==> src/rtl/mem_unit_if.sv <==
// ============================================================================
//  Module      : mem_unit_if
//  Description : Pipeline-request, data-memory and write-back signal bundle
//                for the load/store unit.
//  Revision    : 1.0
// ============================================================================
`default_nettype none

interface mem_unit_if;
    logic        req_valid;
    logic        req_we;
    logic [1:0]  req_size;
    logic        req_signed;
    logic [31:0] req_addr;
    logic [31:0] req_wdata;
    logic [2:0]  req_dest;

    logic        mem_req;
    logic        mem_we;
    logic [31:0] mem_addr;
    logic [3:0]  mem_be;
    logic [31:0] mem_wdata;
    logic [31:0] mem_rdata;
    logic        mem_ack;

    logic        stall;
    logic        wb_valid;
    logic [2:0]  wb_addr;
    logic [31:0] wb_data;
    logic        err_misalign;
    logic        err_timeout;

    modport slave (
        input  req_valid, req_we, req_size, req_signed, req_addr, req_wdata, req_dest,
        input  mem_rdata, mem_ack,
        output mem_req, mem_we, mem_addr, mem_be, mem_wdata,
        output stall, wb_valid, wb_addr, wb_data, err_misalign, err_timeout
    );

    modport master (
        output req_valid, req_we, req_size, req_signed, req_addr, req_wdata, req_dest,
        output mem_rdata, mem_ack,
        input  mem_req, mem_we, mem_addr, mem_be, mem_wdata,
        input  stall, wb_valid, wb_addr, wb_data, err_misalign, err_timeout
    );
endinterface

`default_nettype wire

==> src/rtl/mem_unit.sv <==
// ============================================================================
//  Module      : mem_unit
//  Description : Single-outstanding load/store unit with alignment checking,
//                byte-lane steering, load extension and ack timeout.
//  Revision    : 1.0
// ============================================================================
`default_nettype none

module mem_unit #(
    parameter int TIMEOUT = 15
) (
    input  wire logic   clk,
    input  wire logic   reset,
    mem_unit_if.slave   bus
);

    localparam int CNT_W = (TIMEOUT < 1) ? 1 : $clog2(TIMEOUT + 1);

    typedef enum logic [1:0] {
        ST_IDLE   = 2'd0,
        ST_ACCESS = 2'd1,
        ST_DONE   = 2'd2,
        ST_ERR    = 2'd3
    } state_t;

    state_t             r_state;
    state_t             w_state_next;
    logic [CNT_W-1:0]   r_cnt;
    logic [CNT_W-1:0]   w_cnt_inc;

    logic               r_we;
    logic               r_signed;
    logic [1:0]         r_size;
    logic [1:0]         r_lane;
    logic [2:0]         r_dest;
    logic [31:0]        r_addr;
    logic [3:0]         r_be;
    logic [31:0]        r_wdata;
    logic [31:0]        r_wb_data;
    logic [2:0]         r_wb_addr;
    logic               r_err_misalign;

    logic               w_misalign;
    logic               w_accept;
    logic               w_timeout;
    logic [3:0]         w_be;
    logic [31:0]        w_wdata;
    logic [7:0]         w_byte;
    logic [15:0]        w_half;
    logic [31:0]        w_load_data;

    assign w_misalign = (bus.req_size == 2'b11)
                      | ((bus.req_size == 2'b01) & bus.req_addr[0])
                      | ((bus.req_size == 2'b10) & (|bus.req_addr[1:0]));
    assign w_accept   = (r_state == ST_IDLE) & bus.req_valid & ~w_misalign;
    assign w_cnt_inc  = r_cnt + 1'b1;
    // Fires on the TIMEOUT-th consecutive wait cycle; an ack that cycle still wins.
    assign w_timeout  = (r_state == ST_ACCESS) & ~bus.mem_ack
                      & (w_cnt_inc == CNT_W'(TIMEOUT));

    always_comb begin
        w_be    = 4'b1111;
        w_wdata = bus.req_wdata;
        case (bus.req_size)
            2'b00: begin
                w_be    = 4'b0001 << bus.req_addr[1:0];
                w_wdata = {4{bus.req_wdata[7:0]}};
            end
            2'b01: begin
                w_be    = bus.req_addr[1] ? 4'b1100 : 4'b0011;
                w_wdata = {2{bus.req_wdata[15:0]}};
            end
            default: begin
                w_be    = 4'b1111;
                w_wdata = bus.req_wdata;
            end
        endcase
    end

    always_comb begin
        w_byte = bus.mem_rdata[7:0];
        case (r_lane)
            2'd1:    w_byte = bus.mem_rdata[15:8];
            2'd2:    w_byte = bus.mem_rdata[23:16];
            2'd3:    w_byte = bus.mem_rdata[31:24];
            default: w_byte = bus.mem_rdata[7:0];
        endcase
        w_half = r_lane[1] ? bus.mem_rdata[31:16] : bus.mem_rdata[15:0];
        case (r_size)
            2'b00:   w_load_data = {{24{r_signed & w_byte[7]}}, w_byte};
            2'b01:   w_load_data = {{16{r_signed & w_half[15]}}, w_half};
            default: w_load_data = bus.mem_rdata;
        endcase
    end

    always_comb begin
        w_state_next    = r_state;
        bus.stall       = 1'b0;
        bus.mem_req     = 1'b0;
        bus.wb_valid    = 1'b0;
        bus.err_timeout = 1'b0;
        case (r_state)
            ST_IDLE: begin
                bus.stall = reset & w_accept;
                if (w_accept) begin
                    w_state_next = ST_ACCESS;
                end
            end
            ST_ACCESS: begin
                bus.stall   = 1'b1;
                bus.mem_req = 1'b1;
                if (bus.mem_ack) begin
                    w_state_next = ST_DONE;
                end else if (w_timeout) begin
                    w_state_next = ST_ERR;
                end
            end
            ST_DONE: begin
                bus.wb_valid = ~r_we;
                w_state_next = ST_IDLE;
            end
            ST_ERR: begin
                bus.err_timeout = 1'b1;
                w_state_next    = ST_IDLE;
            end
            default: w_state_next = ST_IDLE;
        endcase
    end

    always_ff @(posedge clk or negedge reset) begin
        if (!reset) begin
            r_state        <= ST_IDLE;
            r_cnt          <= '0;
            r_we           <= 1'b0;
            r_signed       <= 1'b0;
            r_size         <= 2'b00;
            r_lane         <= 2'b00;
            r_dest         <= 3'd0;
            r_addr         <= 32'd0;
            r_be           <= 4'd0;
            r_wdata        <= 32'd0;
            r_wb_data      <= 32'd0;
            r_wb_addr      <= 3'd0;
            r_err_misalign <= 1'b0;
        end else begin
            r_state        <= w_state_next;
            r_err_misalign <= (r_state == ST_IDLE) & bus.req_valid & w_misalign;
            if (w_accept) begin
                r_cnt    <= '0;
                r_we     <= bus.req_we;
                r_signed <= bus.req_signed;
                r_size   <= bus.req_size;
                r_lane   <= bus.req_addr[1:0];
                r_dest   <= bus.req_dest;
                r_addr   <= {bus.req_addr[31:2], 2'b00};
                r_be     <= w_be;
                r_wdata  <= w_wdata;
            end else if ((r_state == ST_ACCESS) && !bus.mem_ack) begin
                r_cnt <= w_cnt_inc;
            end
            // Write-back registers change only on load completion so they hold otherwise.
            if ((r_state == ST_ACCESS) && bus.mem_ack && !r_we) begin
                r_wb_data <= w_load_data;
                r_wb_addr <= r_dest;
            end
        end
    end

    assign bus.mem_we       = r_we;
    assign bus.mem_addr     = r_addr;
    assign bus.mem_be       = r_be;
    assign bus.mem_wdata    = r_wdata;
    assign bus.wb_data      = r_wb_data;
    assign bus.wb_addr      = r_wb_addr;
    assign bus.err_misalign = r_err_misalign;

endmodule

`default_nettype wire

==> src/flat_wrapper.sv <==
// flat-port wrapper written by rule: the top's interface ports become plain ports
module mem_unit_flat 
#(
    parameter int TIMEOUT = 15
)
  (clk, reset, bus_req_valid, bus_req_we, bus_req_size, bus_req_signed, bus_req_addr, bus_req_wdata, bus_req_dest, bus_mem_rdata, bus_mem_ack, bus_mem_req, bus_mem_we, bus_mem_addr, bus_mem_be, bus_mem_wdata, bus_stall, bus_wb_valid, bus_wb_addr, bus_wb_data, bus_err_misalign, bus_err_timeout);
  mem_unit_if bus_i ();
  input  wire logic clk;
  input  wire logic reset;
  input wire logic [$bits(bus_i.req_valid)-1:0] bus_req_valid;
  input wire logic [$bits(bus_i.req_we)-1:0] bus_req_we;
  input wire logic [$bits(bus_i.req_size)-1:0] bus_req_size;
  input wire logic [$bits(bus_i.req_signed)-1:0] bus_req_signed;
  input wire logic [$bits(bus_i.req_addr)-1:0] bus_req_addr;
  input wire logic [$bits(bus_i.req_wdata)-1:0] bus_req_wdata;
  input wire logic [$bits(bus_i.req_dest)-1:0] bus_req_dest;
  input wire logic [$bits(bus_i.mem_rdata)-1:0] bus_mem_rdata;
  input wire logic [$bits(bus_i.mem_ack)-1:0] bus_mem_ack;
  output wire logic [$bits(bus_i.mem_req)-1:0] bus_mem_req;
  output wire logic [$bits(bus_i.mem_we)-1:0] bus_mem_we;
  output wire logic [$bits(bus_i.mem_addr)-1:0] bus_mem_addr;
  output wire logic [$bits(bus_i.mem_be)-1:0] bus_mem_be;
  output wire logic [$bits(bus_i.mem_wdata)-1:0] bus_mem_wdata;
  output wire logic [$bits(bus_i.stall)-1:0] bus_stall;
  output wire logic [$bits(bus_i.wb_valid)-1:0] bus_wb_valid;
  output wire logic [$bits(bus_i.wb_addr)-1:0] bus_wb_addr;
  output wire logic [$bits(bus_i.wb_data)-1:0] bus_wb_data;
  output wire logic [$bits(bus_i.err_misalign)-1:0] bus_err_misalign;
  output wire logic [$bits(bus_i.err_timeout)-1:0] bus_err_timeout;
  assign bus_i.req_valid = bus_req_valid;
  assign bus_i.req_we = bus_req_we;
  assign bus_i.req_size = bus_req_size;
  assign bus_i.req_signed = bus_req_signed;
  assign bus_i.req_addr = bus_req_addr;
  assign bus_i.req_wdata = bus_req_wdata;
  assign bus_i.req_dest = bus_req_dest;
  assign bus_i.mem_rdata = bus_mem_rdata;
  assign bus_i.mem_ack = bus_mem_ack;
  assign bus_mem_req = bus_i.mem_req;
  assign bus_mem_we = bus_i.mem_we;
  assign bus_mem_addr = bus_i.mem_addr;
  assign bus_mem_be = bus_i.mem_be;
  assign bus_mem_wdata = bus_i.mem_wdata;
  assign bus_stall = bus_i.stall;
  assign bus_wb_valid = bus_i.wb_valid;
  assign bus_wb_addr = bus_i.wb_addr;
  assign bus_wb_data = bus_i.wb_data;
  assign bus_err_misalign = bus_i.err_misalign;
  assign bus_err_timeout = bus_i.err_timeout;
  mem_unit #(.TIMEOUT(TIMEOUT)) u_core (.clk(clk), .reset(reset), .bus(bus_i));
endmodule
==> config.mk <==
export PLATFORM = sky130hd
export DESIGN_NAME = mem_unit_flat
export DESIGN_NICKNAME = d
export VERILOG_FILES = /design/src/rtl/mem_unit_if.sv /design/src/rtl/mem_unit.sv /design/src/flat_wrapper.sv
export SDC_FILE = /design/constraint.sdc
export NUM_CORES = 1
export LEC_CHECK = 0
export CORE_UTILIZATION = 25
export DETAILED_ROUTE_END_ITERATION = 6
export DONT_BUFFER_PORTS = 1
export PLACE_DENSITY_LB_ADDON = 0.15
export SLEW_MARGIN = 20
export SYNTH_ARGS = -nofsm -noshare
export SYNTH_HDL_FRONTEND = slang
export SYNTH_SLANG_ARGS = --single-unit
==> constraint.sdc <==
create_clock -name clk -period 2.3 [get_ports clk]
set_clock_uncertainty 0.05 [all_clocks]
set_input_delay 0.345 -clock clk [delete_from_list [all_inputs] [get_ports clk]]
set_output_delay 0.345 -clock clk [all_outputs]
set_load 0.1 [all_outputs]
== Yosys cells after proc, flatten, opt, wreduce, memory -nomap -nowiden ==
Index checks and enable logic that the tools add are counted.

* Flip-flop bits (word level): 117
* Bits in latches: 0
* RAM bits: 0
* Memory bits (read-only): 0
* Output and inout bits: 109
* Memories: 0

* Add/subtract/negate cells: 1
* $mul: 0
* Divide/modulo/power cells: 0
* Magnitude comparators: 0
* Equal/unequal tests: 13
* Shift operators: 1
* Muxes and demuxes: 16
* Bitwise operators: 15
* Reduce and logical (&&, ||, !) cells: 12

{| class="wikitable"
|+ Operator list
! kind !! count
|-
| one-hot mux 32 bit (2 select lines) || 2
|-
| one-hot mux 8 bit (3 select lines) || 1
|-
| 2-to-1 mux 16 bit || 1
|-
| equality test 2 bit, second input constant || 6
|-
| 2-to-1 mux 4 bit || 3
|-
| bitwise AND 1 bit || 10
|-
| equality test 2 x 1 -> 1 bit, second input constant || 4
|-
| one-hot mux 4 bit (2 select lines) || 1
|-
| logical NOT 2 bit || 3
|-
| 2-to-1 mux 2 bit || 3
|-
| one-hot mux 2 bit (3 select lines) || 1
|-
| adder 4 x 1 -> 4 bit, second input constant || 1
|-
| equality test 4 bit, second input constant || 1
|-
| OR reduction 2 bit || 2
|-
| << shifter 1 x 2 -> 4 bit, first input constant || 1
|-
| logical AND 1 bit || 3
|-
| 2-to-1 mux 1 bit || 3
|-
| != test 3 x 2 -> 1 bit, second input constant || 1
|-
| NOT 1 bit || 3
|-
| logical NOT 1 bit || 2
|-
| != test 2 x 1 -> 1 bit, second input constant || 1
|-
| OR 1 bit || 2
|-
| one-hot mux 1 bit (2 select lines) || 1
|-
| AND reduction 2 bit || 1
|-
| nonzero test 2 bit || 1
|}

== Depth between registers and ports, before layout ==
* Depth in word-level cells: 8
* Gate-level depth with buffers: 7

== Least setup slack after synthesis ==
No wires, ideal clock.

* Path kind: flip-flop to output port
* Start point: reg u_core.r_we, in the netlist u_core.bus.mem_we
* End point: out bus_wb_valid
* Arrival time: 2.934 ns
* Data required time: 1.905 ns
* Setup slack: -1.029 ns
* Stages on the path, launching flop included: 2
* Cells stage by stage: dfrtp_1 > nor3_1

* Cells in the longest elaborated chain, start to end: 2

{| class="wikitable"
|+ RTL lines
! element !! line !! source
|-
| start: declaration || mem_unit.sv:31 || <nowiki>logic r_we;</nowiki>
|-
| start signal: assignment || mem_unit.sv:150 || <nowiki>r_we <= bus.req_we;</nowiki>
|-
| NOT 1 bit || mem_unit.sv:119 || <nowiki>bus.wb_valid = ~r_we;</nowiki>
|-
| 2-to-1 mux 1 bit || mem_unit.sv:102 || <nowiki>case (r_state)</nowiki>
|-
| end: declaration || flat_wrapper.sv:25 || <nowiki>output wire logic [$bits(bus_i.wb_valid)-1:0] bus_wb_valid;</nowiki>
|}

Every way passes these cells.

== Worst setup path in the final report ==
* Start point: reg u_core.r_state[0]
* End point: out bus_stall

* Cells in the longest elaborated chain, start to end: 5
* Elaborated cells on any way between the ends: 6
* Those cells by class: eq/ne: 1; mux: 1; bitwise: 3; reduce/logical: 1

{| class="wikitable"
|+ RTL lines
! element !! line !! source
|-
| start: declaration || mem_unit.sv:26 || <nowiki>state_t r_state;</nowiki>
|-
| start signal: assignment || mem_unit.sv:146 || <nowiki>r_state <= w_state_next;</nowiki>
|-
| logical NOT 2 bit || mem_unit.sv:55, mem_unit.sv:102 ||
|-
| bitwise AND 1 bit (2 in a row) || mem_unit.sv:55 || <nowiki>assign w_accept = (r_state == ST_IDLE) & bus.req_valid & ~w_misalign;</nowiki>
|-
| bitwise AND 1 bit || mem_unit.sv:104 || <nowiki>bus.stall = reset & w_accept;</nowiki>
|-
| one-hot mux 1 bit (2 select lines) (*) || mem_unit.sv:102 ||
|-
| end: declaration || flat_wrapper.sv:24 || <nowiki>output wire logic [$bits(bus_i.stall)-1:0] bus_stall;</nowiki>
|}

Mark *: on every way between the ends. The rest lies on a longest branch, timed or not.

==> metrics.cfg <==
[status]
status = finished, violations left
violations = hold timing

[global_route]
grt_pass1_wl_um = 25500
grt_max_degree = 119
antenna_found_initial = 0
grt_use_total_pct = 14.9
grt-ovfl-total = 0
first_global_vias = 4742

[critical_path]
crit_arrival_ns = 1.81
startpoint_type = register
cp-end-kind = output pin
crit_type = register to output pin
worstSetupStartpoint = u_core.r_state[0]
critPathMaxFanout = 7
worstReg2RegStart = u_core.r_lane[1]
required_ns = 1.90

[cells_and_area]
area_growth_pct = 38.9
fillers = 2223
diodes = 0
nets = 849
fin_area_sq_mm = 0.00760
drive_above_1_share_pct = 22.0

[timing]
rsz0062_at_grt = false
tightest_slew_ns = 0.744
hold_ws_ns = -0.417
slew_headroom_pct = 50.4
drv_slew = 0
finalSetupViolCount = 0
finalCritPeriodShare_pct = 95.9
timing.fmax_mhz = 453
hold_viol_final = 117
min_period_ns = 2.21

[drt]
drtIter0Drc = 171
dr.pass1.iters = 4
vias = 4746
antenna_left = 0
drt_wl_total_um = 16600
drcViolationCount = 0
via_per_inst = 4.62
wire_per_inst_um = 16.1

[clocking]
tritoncts = yes
clk_pin_slew_ns = 0.05
cts_max_level = 4
clockBufferDepth = 2
clock-sinks = 117
cts-root-buf = clkbuf_16
post_cts_buffers = 0
cts-buffers-inserted = 17
postCtsHoldBufs = 45
clock_latency_ns = 0.41

[place]
hpwl_um = 11500
post_dp_cell_area_sq_mm = 0.00655
gp_congestion = 0.787
portBuffers = 0

[power_and_ir_drop]
leakage_nw = 3.69
ir_drop_v = 0.000674
p_per_area_mw_per_mm2 = 1730

[die]
die_area_sq_mm = 0.0225
dieWidth_um = 150
fp-row-count = 53
die_y_um = 150
core_area_sq_mm = 0.0212
ios = 216
initial_core_util_pct = 25.8

[job]
drv_cap = 0

[logic_synthesis]
async_flop_share_pct = 100
synth.ff_latch_count = 117
syn_area_sq_mm = 0.00547
synth_edf_count = 0
ys_warn_count = 0
syn_inst = 603
avgSynthCellArea_sq_um = 9.07
synthFlopType = dfrtp_1
synth_cell_type_count = 46
ys_seq_area_share_pct = 53.5

[hold_path]
hold_class = primary input to asynchronous set/reset pin

[critical path, stage by stage (launching register included)]
cell and delay, ns:
dfrtp_2 0.45, nor3b_1 0.21, buf_4 0.16, and3_2 0.21, a31o_2 0.19, buf_12 0.17
[flip-flops by register name, summed over array words and instances (netlist names)]
register                 count
u_core.bus.mem_wdata        32
u_core.bus.wb_data          32
u_core.bus.mem_addr         30
u_core.bus.mem_be            4
u_core.r_cnt                 4
u_core.bus.wb_addr           3
u_core.r_dest                3
u_core.r_lane                2
u_core.r_size                2
u_core.r_state               2
u_core.bus.err_misalign      1
u_core.bus.mem_we            1
u_core.r_signed              1
[Yosys cell counts (4+ instances only)]
library cell  instances  area (sq um)
a21oi_1              15          75.1
a221oi_1              6          52.6
a22o_1               13           114
a22oi_1               6          45.0
a31oi_1               5          31.3
buf_2                21           105
buf_4                 4          30.0
clkbuf_1             18          67.6
dfrtp_1             117          2930
inv_1                 6          22.5
mux2i_1              32           320
nand2_1             201           754
nand3_1              37           185
nor2_1               32           120
nor2b_1               5          31.3
o21ai_0              39           195
xnor2_1               4          35.0
[kinds of logic after synthesis]
logic type / synth area share (%)
fa+ha+maj: 0.457
buf+inv: 4.25
xor+xnor: 0.961
flops: 53.5
mux: 6.47
compound gates: 11.9
simple gates: 22.4
other cells: 0.0686
[layout by cell type (no fill, tap or decap), types with 4 or more instances in the layout]
cell type / netlist / final
clkinvlp_4: 0 / 4
a221oi_1: 6 / 6
o21ai_0: 39 / 39
buf_4: 4 / 114
a21oi_1: 15 / 15
a22o_1: 13 / 13
nor2b_1: 5 / 4
xnor2_1: 4 / 4
a31oi_1: 5 / 5
nand3_1: 37 / 36
inv_1: 6 / 6
clkbuf_16: 0 / 17
a22oi_1: 6 / 6
nor2_1: 32 / 31
mux2i_1: 32 / 32
nand2_1: 201 / 201
dfrtp_1: 117 / 115
dlygate4sd3_1: 0 / 45
[layout make-up]
type	instances	area [sq um]	share of cell area, %
inverter	6	22.5	0.296
tap	275	344	4.53
clock inverter	14	153	2.01
clock buffer	18	439	5.78
multi-input combinational	436	2340	30.8
timing repair buffer	162	1370	18.0
sequential	117	2930	38.6
[power breakdown]
part	switching (mW)	internal [mW]
Combinational	5.97	1.43
Clock	1.03	1.63
Sequential	0.323	2.74
[repair_timing]
item | CTS | global route
gates resized for setup | 0 | 2
hold endpoints to repair | 162 | 117
setup endpoints to repair | 0 | 1
[metal layers]
metal  part of all wire [%]  track usage (%)  wire, um  up-vias
li1                       -                -         -     2296
met1                     40             17.0      6560     2236
met2                     47             23.8      7740      189
met3                     11             6.52      1880       25
met4                    2.4             7.07       395        0
met5                      0                0         0        -
[stage by stage]
stage | std cells | TNS [ns] | setup WS [ns] | total power, mW | utilization, %
finish | 1028 | 0 | 0.0945 | 13.1 | 35.8
global route | 1028 | 0 | 0.00290 | 13.7 | 35.8
CTS | 1028 | 0 | 0.0374 | 13.2 | 35.8
detailed placement | 951 | 0 | 0.379 | 10.5 | 30.9
global placement | 951 | 0 | 0.426 | 10.4 | 30.9
floorplan | 604 | -0.163 | -0.163 | 8.97 | -
[final timing paths]
| check | end | slack, ns | cells after the start |
|---|---|---|---|
| worst max register to register | u_core.bus.wb_data[24] | 0.36 | 3 |
| min in group clk | u_core.bus.mem_we | 0.02 | 2 |
| worst min-delay path | u_core.bus.wb_data[0] | -0.42 | 0 |
| worst min register to register | u_core.bus.wb_addr[0] | 0.42 | 2 |
| max in group asynchronous | u_core.bus.mem_we | 2.33 | 0 |
| worst max-delay path | bus_stall | 0.09 | 5 |
(Power assumes the default switching activity.)
